File: src/rtl/sd_cmd_sequencer.sv
// sd_cmd_sequencer
//   SD-card command sequencer for SPI mode, sitting on top of a byte-level
//   SPI shift engine. One CMD_START pulse runs a whole command: chip select,
//   leading 0xFF dummy bytes, the 6-byte command frame, R1 polling and the
//   trailing Nec byte. The engine is driven only while CMD_BUSY is 1.
//
//   Parameters
//     PRE_DUMMY      0xFF bytes sent between CS falling and the frame (0..3)
//     RESP_POLL_MAX  maximum 0xFF bytes clocked while waiting for R1 (1..255)
//
//   Build option
//     SD_CMD_CRC7_EN  defined: byte 5 carries a CRC7 computed over bytes 0..4.
//                     undefined: byte 5 is 0x95 (CMD0), 0x87 (CMD8), else 0x01.
//
//   Ports
//     CLOCK_50, nRESET          clock, synchronous active-low reset
//     CMD_START                 one-cycle start pulse (ignored while busy)
//     CMD_INDEX, CMD_ARG        command index / argument, latched at start
//     CMD_HOLD_CS               latched at start; 1 keeps CS low after completion
//     ABORT                     one-cycle abort request
//     CMD_BUSY, CMD_DONE        busy level, one-cycle completion pulse
//     CMD_R1                    last R1 (0xFF on timeout/abort)
//     CMD_TIMEOUT, CMD_ABORTED  completion status, held until next start
//     SPI_TX, SPI_START         byte and one-cycle shift request to the engine
//     SPI_DONE, SPI_RX          engine completion pulse and received byte
//     SPI_CS_N                  card chip select, active low
module sd_cmd_sequencer #(
  parameter int PRE_DUMMY     = 1,
  parameter int RESP_POLL_MAX = 8
) (
  input  logic        CLOCK_50,
  input  logic        nRESET,
  input  logic        CMD_START,
  input  logic [5:0]  CMD_INDEX,
  input  logic [31:0] CMD_ARG,
  input  logic        CMD_HOLD_CS,
  input  logic        ABORT,
  output logic        CMD_BUSY,
  output logic        CMD_DONE,
  output logic [7:0]  CMD_R1,
  output logic        CMD_TIMEOUT,
  output logic        CMD_ABORTED,
  output logic [7:0]  SPI_TX,
  output logic        SPI_START,
  input  logic        SPI_DONE,
  input  logic [7:0]  SPI_RX,
  output logic        SPI_CS_N
);

  typedef enum logic [2:0] {
    S_IDLE, S_SETUP, S_PRE, S_FRAME, S_POLL, S_POST
  } state_t;

  localparam logic [2:0] PRE_LAST  = (PRE_DUMMY > 0) ? 3'(PRE_DUMMY - 1) : 3'd0;
  localparam logic [7:0] POLL_LAST = 8'(RESP_POLL_MAX);

`ifdef SD_CMD_CRC7_EN
  // CRC7, polynomial x^7+x^3+1, zero initial value, MSB first.
  function automatic logic [6:0] crc7(input logic [39:0] bits);
    logic [6:0] c;
    logic       fb;
    c = '0;
    for (int i = 39; i >= 0; i--) begin
      fb = bits[i] ^ c[6];
      c  = {c[5:0], 1'b0};
      if (fb) c = c ^ 7'h09;
    end
    return c;
  endfunction
`endif

  state_t      state_q, state_nx;
  logic        wait_q, wait_nx;          // 0: ISSUE cycle, 1: waiting for SPI_DONE
  logic [2:0]  cnt_q, cnt_nx;
  logic [7:0]  poll_q, poll_nx;
  logic        hold_q, hold_nx;
  logic        abort_q, abort_nx;
  logic        busy_q, busy_nx;
  logic        done_q, done_nx;
  logic [7:0]  r1_q, r1_nx;
  logic        to_q, to_nx;
  logic        ab_q, ab_nx;
  logic        csn_q, csn_nx;
  logic [5:0]  idx_q;
  logic [31:0] arg_q;
  logic [7:0]  crc_byte;
  logic [7:0]  tx_c;
  logic        start_c;
  logic        finish_abort;
  logic        start_acc;

  // ABORT wins over a coincident start in IDLE.
  assign start_acc = (state_q == S_IDLE) && CMD_START && !ABORT;

`ifdef SD_CMD_CRC7_EN
  assign crc_byte = {crc7({2'b01, idx_q, arg_q}), 1'b1};
`else
  always_comb begin
    case (idx_q)
      6'd0:    crc_byte = 8'h95;
      6'd8:    crc_byte = 8'h87;
      default: crc_byte = 8'h01;
    endcase
  end
`endif

  always_ff @(posedge CLOCK_50) begin
    if (start_acc) begin
      idx_q <= CMD_INDEX;
      arg_q <= CMD_ARG;
    end
  end

  always_ff @(posedge CLOCK_50) begin
    if (!nRESET) begin
      state_q <= S_IDLE;
      wait_q  <= 1'b0;
      cnt_q   <= '0;
      poll_q  <= '0;
      hold_q  <= 1'b0;
      abort_q <= 1'b0;
      busy_q  <= 1'b0;
      done_q  <= 1'b0;
      r1_q    <= 8'hFF;
      to_q    <= 1'b0;
      ab_q    <= 1'b0;
      csn_q   <= 1'b1;
    end else begin
      state_q <= state_nx;
      wait_q  <= wait_nx;
      cnt_q   <= cnt_nx;
      poll_q  <= poll_nx;
      hold_q  <= hold_nx;
      abort_q <= abort_nx;
      busy_q  <= busy_nx;
      done_q  <= done_nx;
      r1_q    <= r1_nx;
      to_q    <= to_nx;
      ab_q    <= ab_nx;
      csn_q   <= csn_nx;
    end
  end

  always_comb begin
    state_nx     = state_q;
    wait_nx      = wait_q;
    cnt_nx       = cnt_q;
    poll_nx      = poll_q;
    hold_nx      = hold_q;
    abort_nx     = abort_q;
    busy_nx      = busy_q;
    done_nx      = 1'b0;
    r1_nx        = r1_q;
    to_nx        = to_q;
    ab_nx        = ab_q;
    csn_nx       = csn_q;
    finish_abort = 1'b0;
    tx_c         = 8'hFF;
    start_c      = 1'b0;

    if ((state_q inside {S_PRE, S_FRAME, S_POLL, S_POST}) && !wait_q) start_c = 1'b1;

    if (state_q == S_FRAME) begin
      case (cnt_q)
        3'd0:    tx_c = {2'b01, idx_q};
        3'd1:    tx_c = arg_q[31:24];
        3'd2:    tx_c = arg_q[23:16];
        3'd3:    tx_c = arg_q[15:8];
        3'd4:    tx_c = arg_q[7:0];
        3'd5:    tx_c = crc_byte;
        default: tx_c = 8'hFF;
      endcase
    end

    // Abort while busy is only acted on once no byte is outstanding.
    if (state_q != S_IDLE && ABORT) abort_nx = 1'b1;

    case (state_q)
      S_IDLE: begin
        if (ABORT) begin
          csn_nx  = 1'b1;
          hold_nx = 1'b0;
        end else if (CMD_START) begin
          hold_nx  = CMD_HOLD_CS;
          to_nx    = 1'b0;
          ab_nx    = 1'b0;
          csn_nx   = 1'b0;
          busy_nx  = 1'b1;
          abort_nx = 1'b0;
          cnt_nx   = '0;
          poll_nx  = '0;
          wait_nx  = 1'b0;
          state_nx = S_SETUP;
        end
      end
      // CS-setup cycle: CS is already low, the first byte issues next.
      S_SETUP: begin
        if (abort_q || ABORT) finish_abort = 1'b1;
        else                  state_nx = (PRE_DUMMY == 0) ? S_FRAME : S_PRE;
      end
      default: begin
        if (!wait_q) begin
          wait_nx = 1'b1;
        end else if (SPI_DONE) begin
          wait_nx = 1'b0;
          if (abort_q || ABORT) begin
            finish_abort = 1'b1;
          end else begin
            case (state_q)
              S_PRE: begin
                if (cnt_q == PRE_LAST) begin
                  cnt_nx   = '0;
                  state_nx = S_FRAME;
                end else begin
                  cnt_nx = cnt_q + 3'd1;
                end
              end
              S_FRAME: begin
                if (cnt_q == 3'd5) begin
                  cnt_nx   = '0;
                  state_nx = S_POLL;
                end else begin
                  cnt_nx = cnt_q + 3'd1;
                end
              end
              S_POLL: begin
                if (!SPI_RX[7]) begin
                  r1_nx    = SPI_RX;
                  state_nx = S_POST;
                end else if (poll_q + 8'd1 == POLL_LAST) begin
                  to_nx    = 1'b1;
                  r1_nx    = 8'hFF;
                  state_nx = S_POST;
                end else begin
                  poll_nx = poll_q + 8'd1;
                end
              end
              S_POST: begin
                csn_nx   = ~hold_q;
                done_nx  = 1'b1;
                busy_nx  = 1'b0;
                state_nx = S_IDLE;
              end
              default: state_nx = S_IDLE;
            endcase
          end
        end
      end
    endcase

    if (finish_abort) begin
      state_nx = S_IDLE;
      wait_nx  = 1'b0;
      csn_nx   = 1'b1;
      hold_nx  = 1'b0;
      r1_nx    = 8'hFF;
      ab_nx    = 1'b1;
      done_nx  = 1'b1;
      busy_nx  = 1'b0;
      abort_nx = 1'b0;
    end
  end

  assign CMD_BUSY    = busy_q;
  assign CMD_DONE    = done_q;
  assign CMD_R1      = r1_q;
  assign CMD_TIMEOUT = to_q;
  assign CMD_ABORTED = ab_q;
  assign SPI_TX      = tx_c;
  assign SPI_START   = start_c;
  assign SPI_CS_N    = csn_q;

endmodule
File: config.mk
export PLATFORM = sky130hd
export DESIGN_NAME = sd_cmd_sequencer
export DESIGN_NICKNAME = d
export VERILOG_FILES = /design/src/rtl/sd_cmd_sequencer.sv
export SDC_FILE = /design/constraint.sdc
export NUM_CORES = 1
export LEC_CHECK = 0
export ABC_AREA = 1
export BUFFER_PORTS_ARGS = -buffer_cell sky130_fd_sc_hd__buf_2
export CAP_MARGIN = 0
export CORE_MARGIN = 2
export CORE_UTILIZATION = 53
export DETAILED_ROUTE_END_ITERATION = 10
export GPL_TIMING_DRIVEN = 0
export PLACE_DENSITY = 0.79
export SETUP_SLACK_MARGIN = 0.02
export SLEW_MARGIN = 0
export SYNTH_ARGS = -nofsm -noshare
export SYNTH_HDL_FRONTEND = slang
export SYNTH_SLANG_ARGS = --single-unit
File: constraint.sdc
create_clock -name CLOCK_50 -period 5.1 [get_ports CLOCK_50]
set_clock_uncertainty 0.1 [all_clocks]
set_input_delay 0.51 -clock CLOCK_50 [delete_from_list [all_inputs] [get_ports CLOCK_50]]
set_output_delay 0.51 -clock CLOCK_50 [all_outputs]
set_load 0.02 [all_outputs]
Word-level counts from Yosys, hierarchy flattened
Index checks and enable logic that the tools add are counted.
{"block": "word_totals", "ff_bits": 68}
{"block": "op_classes", "reduce_logical": 36, "bitwise": 5, "n_eq_ne": 23, "mux": 79, "n_addsub": 2}
{"op": "$mux 8", "count": 11}
{"op": "$mux 3", "count": 17}
{"op": "$pmux 8 s6", "count": 1}
{"op": "$mux 1", "count": 39}
{"op": "$pmux 8 s2", "count": 2}
{"op": "$reduce_and 9->1", "count": 3}
{"op": "$pmux 3 s2", "count": 3}
{"op": "$reduce_bool 2->1", "count": 9}
{"op": "$reduce_and 7->1", "count": 2}
{"op": "$eq 3x2->1 const B", "count": 4}
{"op": "$eq 3x3->1 const B", "count": 4}
{"op": "$reduce_and 6->1", "count": 2}
{"op": "$reduce_bool 3->1", "count": 4}
{"op": "$ne 2x2->1 const B", "count": 5}
{"op": "$pmux 1 s2", "count": 5}
{"op": "$pmux 3 s3", "count": 1}
{"op": "$add 8x1->8 const B", "count": 1}
{"op": "$eq 8x4->1 const B", "count": 1}
{"op": "$ne 4x2->1 const B", "count": 2}
{"op": "$eq 3x1->1 const B", "count": 2}
{"op": "$eq 6x4->1 const B", "count": 1}
{"op": "$logic_not 3->1", "count": 2}
{"op": "$logic_not 6->1", "count": 1}
{"op": "$reduce_and 3->1", "count": 2}
{"op": "other kinds (11)", "count": 21}

Depth between registers and ports, before layout
{"block": "logic_depth", "word_depth": 9, "mapped_depth": 12, "depth_no_buf": 11}

Worst setup path after synthesis
OpenSTA, ideal clock, no wires.
{"block": "synth_path", "kind": "register -> register", "start": "register state_q[1]", "end": "register poll_q[1]", "path_slack_ns": 1.456, "path_stages_with_launch": 9, "setup_ns": 0.132, "t_required_ns": 4.868, "n_path_buf": 0, "t_arrival_ns": 3.412, "period_less_slack_ns": 3.644, "path_cell_list": "dfxtp_1 > inv_2 > nand2_4 > nor2_4 > inv_2 > nor2_1 > clkinv_1 > nand3_1 > a21oi_1"}
{"block": "synth_between", "elab_chain_cells": 3, "word_cells_on_any_way": 14}
{"element": "start, declared", "line_no": "72", "rtl": "state_t state_q, state_nx;"}
{"element": "start signal, assigned", "line_no": "129", "rtl": "state_q <= state_nx;"}
{"element": "$logic_not 3->1 (tied with other cells)", "line_no": "178", "rtl": "case (state_q)"}
{"element": "$ne 2x2->1 (no line) (tied with other cells)"}
{"element": "$reduce_and 9->1 (no line)"}
{"element": "end signal, assigned", "line_no": "132", "rtl": "poll_q <= poll_nx;"}
{"element": "end, declared", "line_no": "75", "rtl": "logic [7:0] poll_q, poll_nx;"}
Parallel ways exist; a longest one is shown, timed or not.
A chain may end at the register's enable or synchronous reset.

Worst setup path in the final report
{"block": "layout_path", "start": "register cnt_q[2]", "end": "output SPI_TX[7]"}
{"block": "layout_between", "elab_chain_cells": 3, "word_cells_on_any_way": 8}
{"element": "start, declared", "line_no": "74", "rtl": "logic [2:0] cnt_q, cnt_nx;"}
{"element": "start signal, assigned", "line_no": "131", "rtl": "cnt_q <= cnt_nx;"}
{"element": "$eq 3x3->1 (tied with other cells)", "line_no": "164", "rtl": "case (cnt_q)"}
{"element": "$pmux 8 s6 *", "line_no": "164"}
{"element": "$mux 8 *", "line_no": "163", "rtl": "if (state_q == S_FRAME) begin"}
{"element": "end, declared", "line_no": "43", "rtl": "output logic [7:0] SPI_TX,"}
Mark *: on every way between the ends. The rest lies on a longest branch, timed or not.

==> results by group <==
Outcome
  – Outcome: finished, final reports clean

Logic synthesis
  – Post-synth design cell area: 3184 um2
  – Post-synth EDFFs: 38
  – Seq/Total Area, Yosys: 54.70%
  – Asr flop ratio synth: 0%
  – Syn Area/Cell: 9.311 um2
  – Net Count, Synth: 401
  – Yosys warns: 0
  – Dominant synthesized flop cell: edfxtp_1
  – Post-synthesis cell type count: 36
  – Mapped Cells: 342
  – Post-synthesis register bit count: 68

Setup path
  – R2R depth: 8
  – Crit path capture: SPI_TX[7]
  – Crit-path max cell delay: 410 ps
  – Sequence of cells on the critical path: inv_1, ha_1, clkbuf_1, a22o_1, a221oi_1, nand3_1, buf_2
  – CP endpoint kind: primary output
  – Flop-to-flop setup slack: 2840 ps
  – Crit start category: register
  – Reg2reg end: poll_q[2]
  – CP max FO: 8
  – Slowest cell on crit path: dfxtp_1
  – Critical Path RT: 4490 ps
  – Crit path kind: register to primary output
  – Reg-to-Reg Start: state_q[1]
  – Worst EP arrival: 2130 ps
  – CP startpoint: cnt_q[2]

Power
  – IR Drop Worst-Case VDD: 259.0 uV
  – Final Power: 1.544 mW
  – PwrDens: 399.9 nW/um2
  – Static Leak: 1.614 nW

Routing
  – Final wirelength: 6978 um
  – Vias per Instance: 5.310
  – DR iter-0 viols: 187
  – Vias post-DR: 2692
  – Drt drc: 0
  – Routed length per instance: 13.76 um
  – Final ANT Viol Nets: 0
  – DR pass1 iterations: 4

Placed design
  – Place WS: 2758 ps
  – Routability congestion estimate: 0.9044
  – Dpl hpwl: 5222 um
  – Number of I/O port buffers: 73

Floorplan
  – Die footprint: 6644 um2
  – Io pins: 74
  – Die width: 81.51 um
  – Core Rows: 28
  – Starting Density: 54.43%
  – Die span in y: 81.51 um
  – Core area: 5851 um2

STA
  – Period utilization: 53.64%
  – Slew headroom: 55.34%
  – Final hold violation count: 0
  – WHS: 236.3 ps
  – Setup violations, final: 0
  – Post-layout minimum cycle time: 2736 ps
  – Unrepaired setup endpoints after global routing: false
  – Setup Total Neg Slack: 0 ps
  – Max Freq: 0.3655 GHz
  – Final worst setup slack: 2364 ps
  – Max Slew Vio Count: 0
  – Worst-Margin Slew: 668.3 ps

Global route
  – Largest net degree at the start of global routing: 22
  – Gr usage total: 22.70%
  – Vias in the first global route: 2546
  – Global-route wire length before repair: 11470 um
  – Congestion Overflow GR: 0
  – Initial antenna violation count: 0

Clock tree
  – Post-CTS Setup Bufs: 0
  – Resize count post-CTS: 0
  – CTS tree: yes
  – H-Tree Depth: 3
  – Clk_lat worst skew: 340 ps
  – Clock transition at path regs: 70 ps
  – Clock Sinks: 68
  – Longest Clk Path Bufs: 2
  – CTS buffer count: 9
  – Post-CTS Hold Buffers: 0
  – Root Buffer: clkbuf_8

Cells and area
  – Commonest non-fill, non-tap cell in the layout: buf_2
  – Area of the multi-input gates: 1256 um2
  – FF/Latch Area: 1742 um2
  – Antenna Cells: 0
  – Layout cell share with drive strength beyond 1: 25.93%
  – Fin nets: 486
  – Filler Cell Count: 477
  – Area growth, synth to finish: 21.26%
  – Most frequent cells in the layout: 75 x buf_2, 69 x nand2_1, 38 x edfxtp_1, 37 x inv_1, 31 x nand3_1

Flow run
  – Max-cap violation count: 0

Min path
  – Worst Hold Class: input port to register
-- registers in the layout (all words and copies together) (netlist names) --
signal / cells
CMD_ABORTED: 1
CMD_BUSY: 1
CMD_DONE: 1
CMD_R1: 8
CMD_TIMEOUT: 1
SPI_CS_N: 1
abort_q: 1
arg_q: 32
cnt_q: 3
hold_q: 1
idx_q: 6
poll_q: 8
state_q: 3
wait_q: 1
-- cells in the mapped netlist (all sizes together), types with 3 or more instances --
cell / count / area share [%]
nand2: 73 / 9.7
inv: 43 / 5.1
edfxtp: 38 / 36
nand3: 36 / 6.7
dfxtp: 30 / 19
a21oi: 28 / 4.4
nor2: 28 / 3.9
nand4: 15 / 2.9
o21ai: 11 / 1.7
a221oi: 7 / 1.9
ha: 7 / 2.8
o211ai: 5 / 1.2
nor3: 4 / 0.98
buf: 3 / 0.67
-- critical path, delay by kind of cell, from the launching register on --
family | cells | cell delay [ps]
buffers and inverters | 3 | 530
AOI/OAI and AO/OA | 2 | 520
DFF | 1 | 410
adders and majority gates | 1 | 200
and+or+nand+nor | 1 | 120
-- where the power goes --
part / internal (mW) / total (mW) / switching (mW)
Sequential: 0.663 / 0.702 / 0.0389
Combinational: 0.138 / 0.428 / 0.290
Clock: 0.221 / 0.414 / 0.194
Total: 1.02 / 1.54 / 0.522
-- stage by stage --
step | std cells | utilization (%) | cell area, um2
finish | 507 | 66.00 | 3861
detailed placement | 491 | 62.87 | 3679
global placement | 490 | 62.28 | 3643
floorplan | 342 | - | 3184
CTS | 507 | 66.00 | 3861
global route | 507 | 66.00 | 3861
-- how the worst min path moves through the flow --
stage	depth (start not counted)	start	end
global route	1	CMD_ARG[8]	arg_q[8]
finish	1	CMD_ARG[9]	arg_q[9]
global placement	2	CMD_TIMEOUT	CMD_TIMEOUT
floorplan	2	hold_q	hold_q
detailed placement	2	CMD_R1[7]	CMD_R1[7]
CTS	1	CMD_ARG[8]	arg_q[8]
-- cell type report --
class / count / area share, %
Tap cell: 75 / 2.430
Sequential cell: 68 / 45.11
Clock inverter: 6 / 1.426
Clock buffer: 10 / 3.305
Buffer: 5 / 0.7453
Timing Repair Buffer: 74 / 10.17
Inverter: 44 / 4.277
Multi-Input combinational cell: 225 / 32.53
-- logic make-up after synthesis --
kind of cell               count (synthesis)  synth area share [%]
AOI/OAI and AO/OA                         59                 11.16
and+or+nand+nor                          159                 25.31
DFF                                       68                 54.70
buffers and inverters                     49                 6.090
adders and majority gates                  7                 2.750
-- routing by layer --
layer / vias up / part of all wire (%) / global-route usage [%]
met5: - / 0 / 0
met4: 0 / 1.5 / 7.458
met3: 11 / 5.2 / 5.604
met2: 73 / 50 / 36.97
met1: 1250 / 44 / 29.76
li1: 1358 / - / -
No activity file was read; power rests on OpenSTA's default activity.
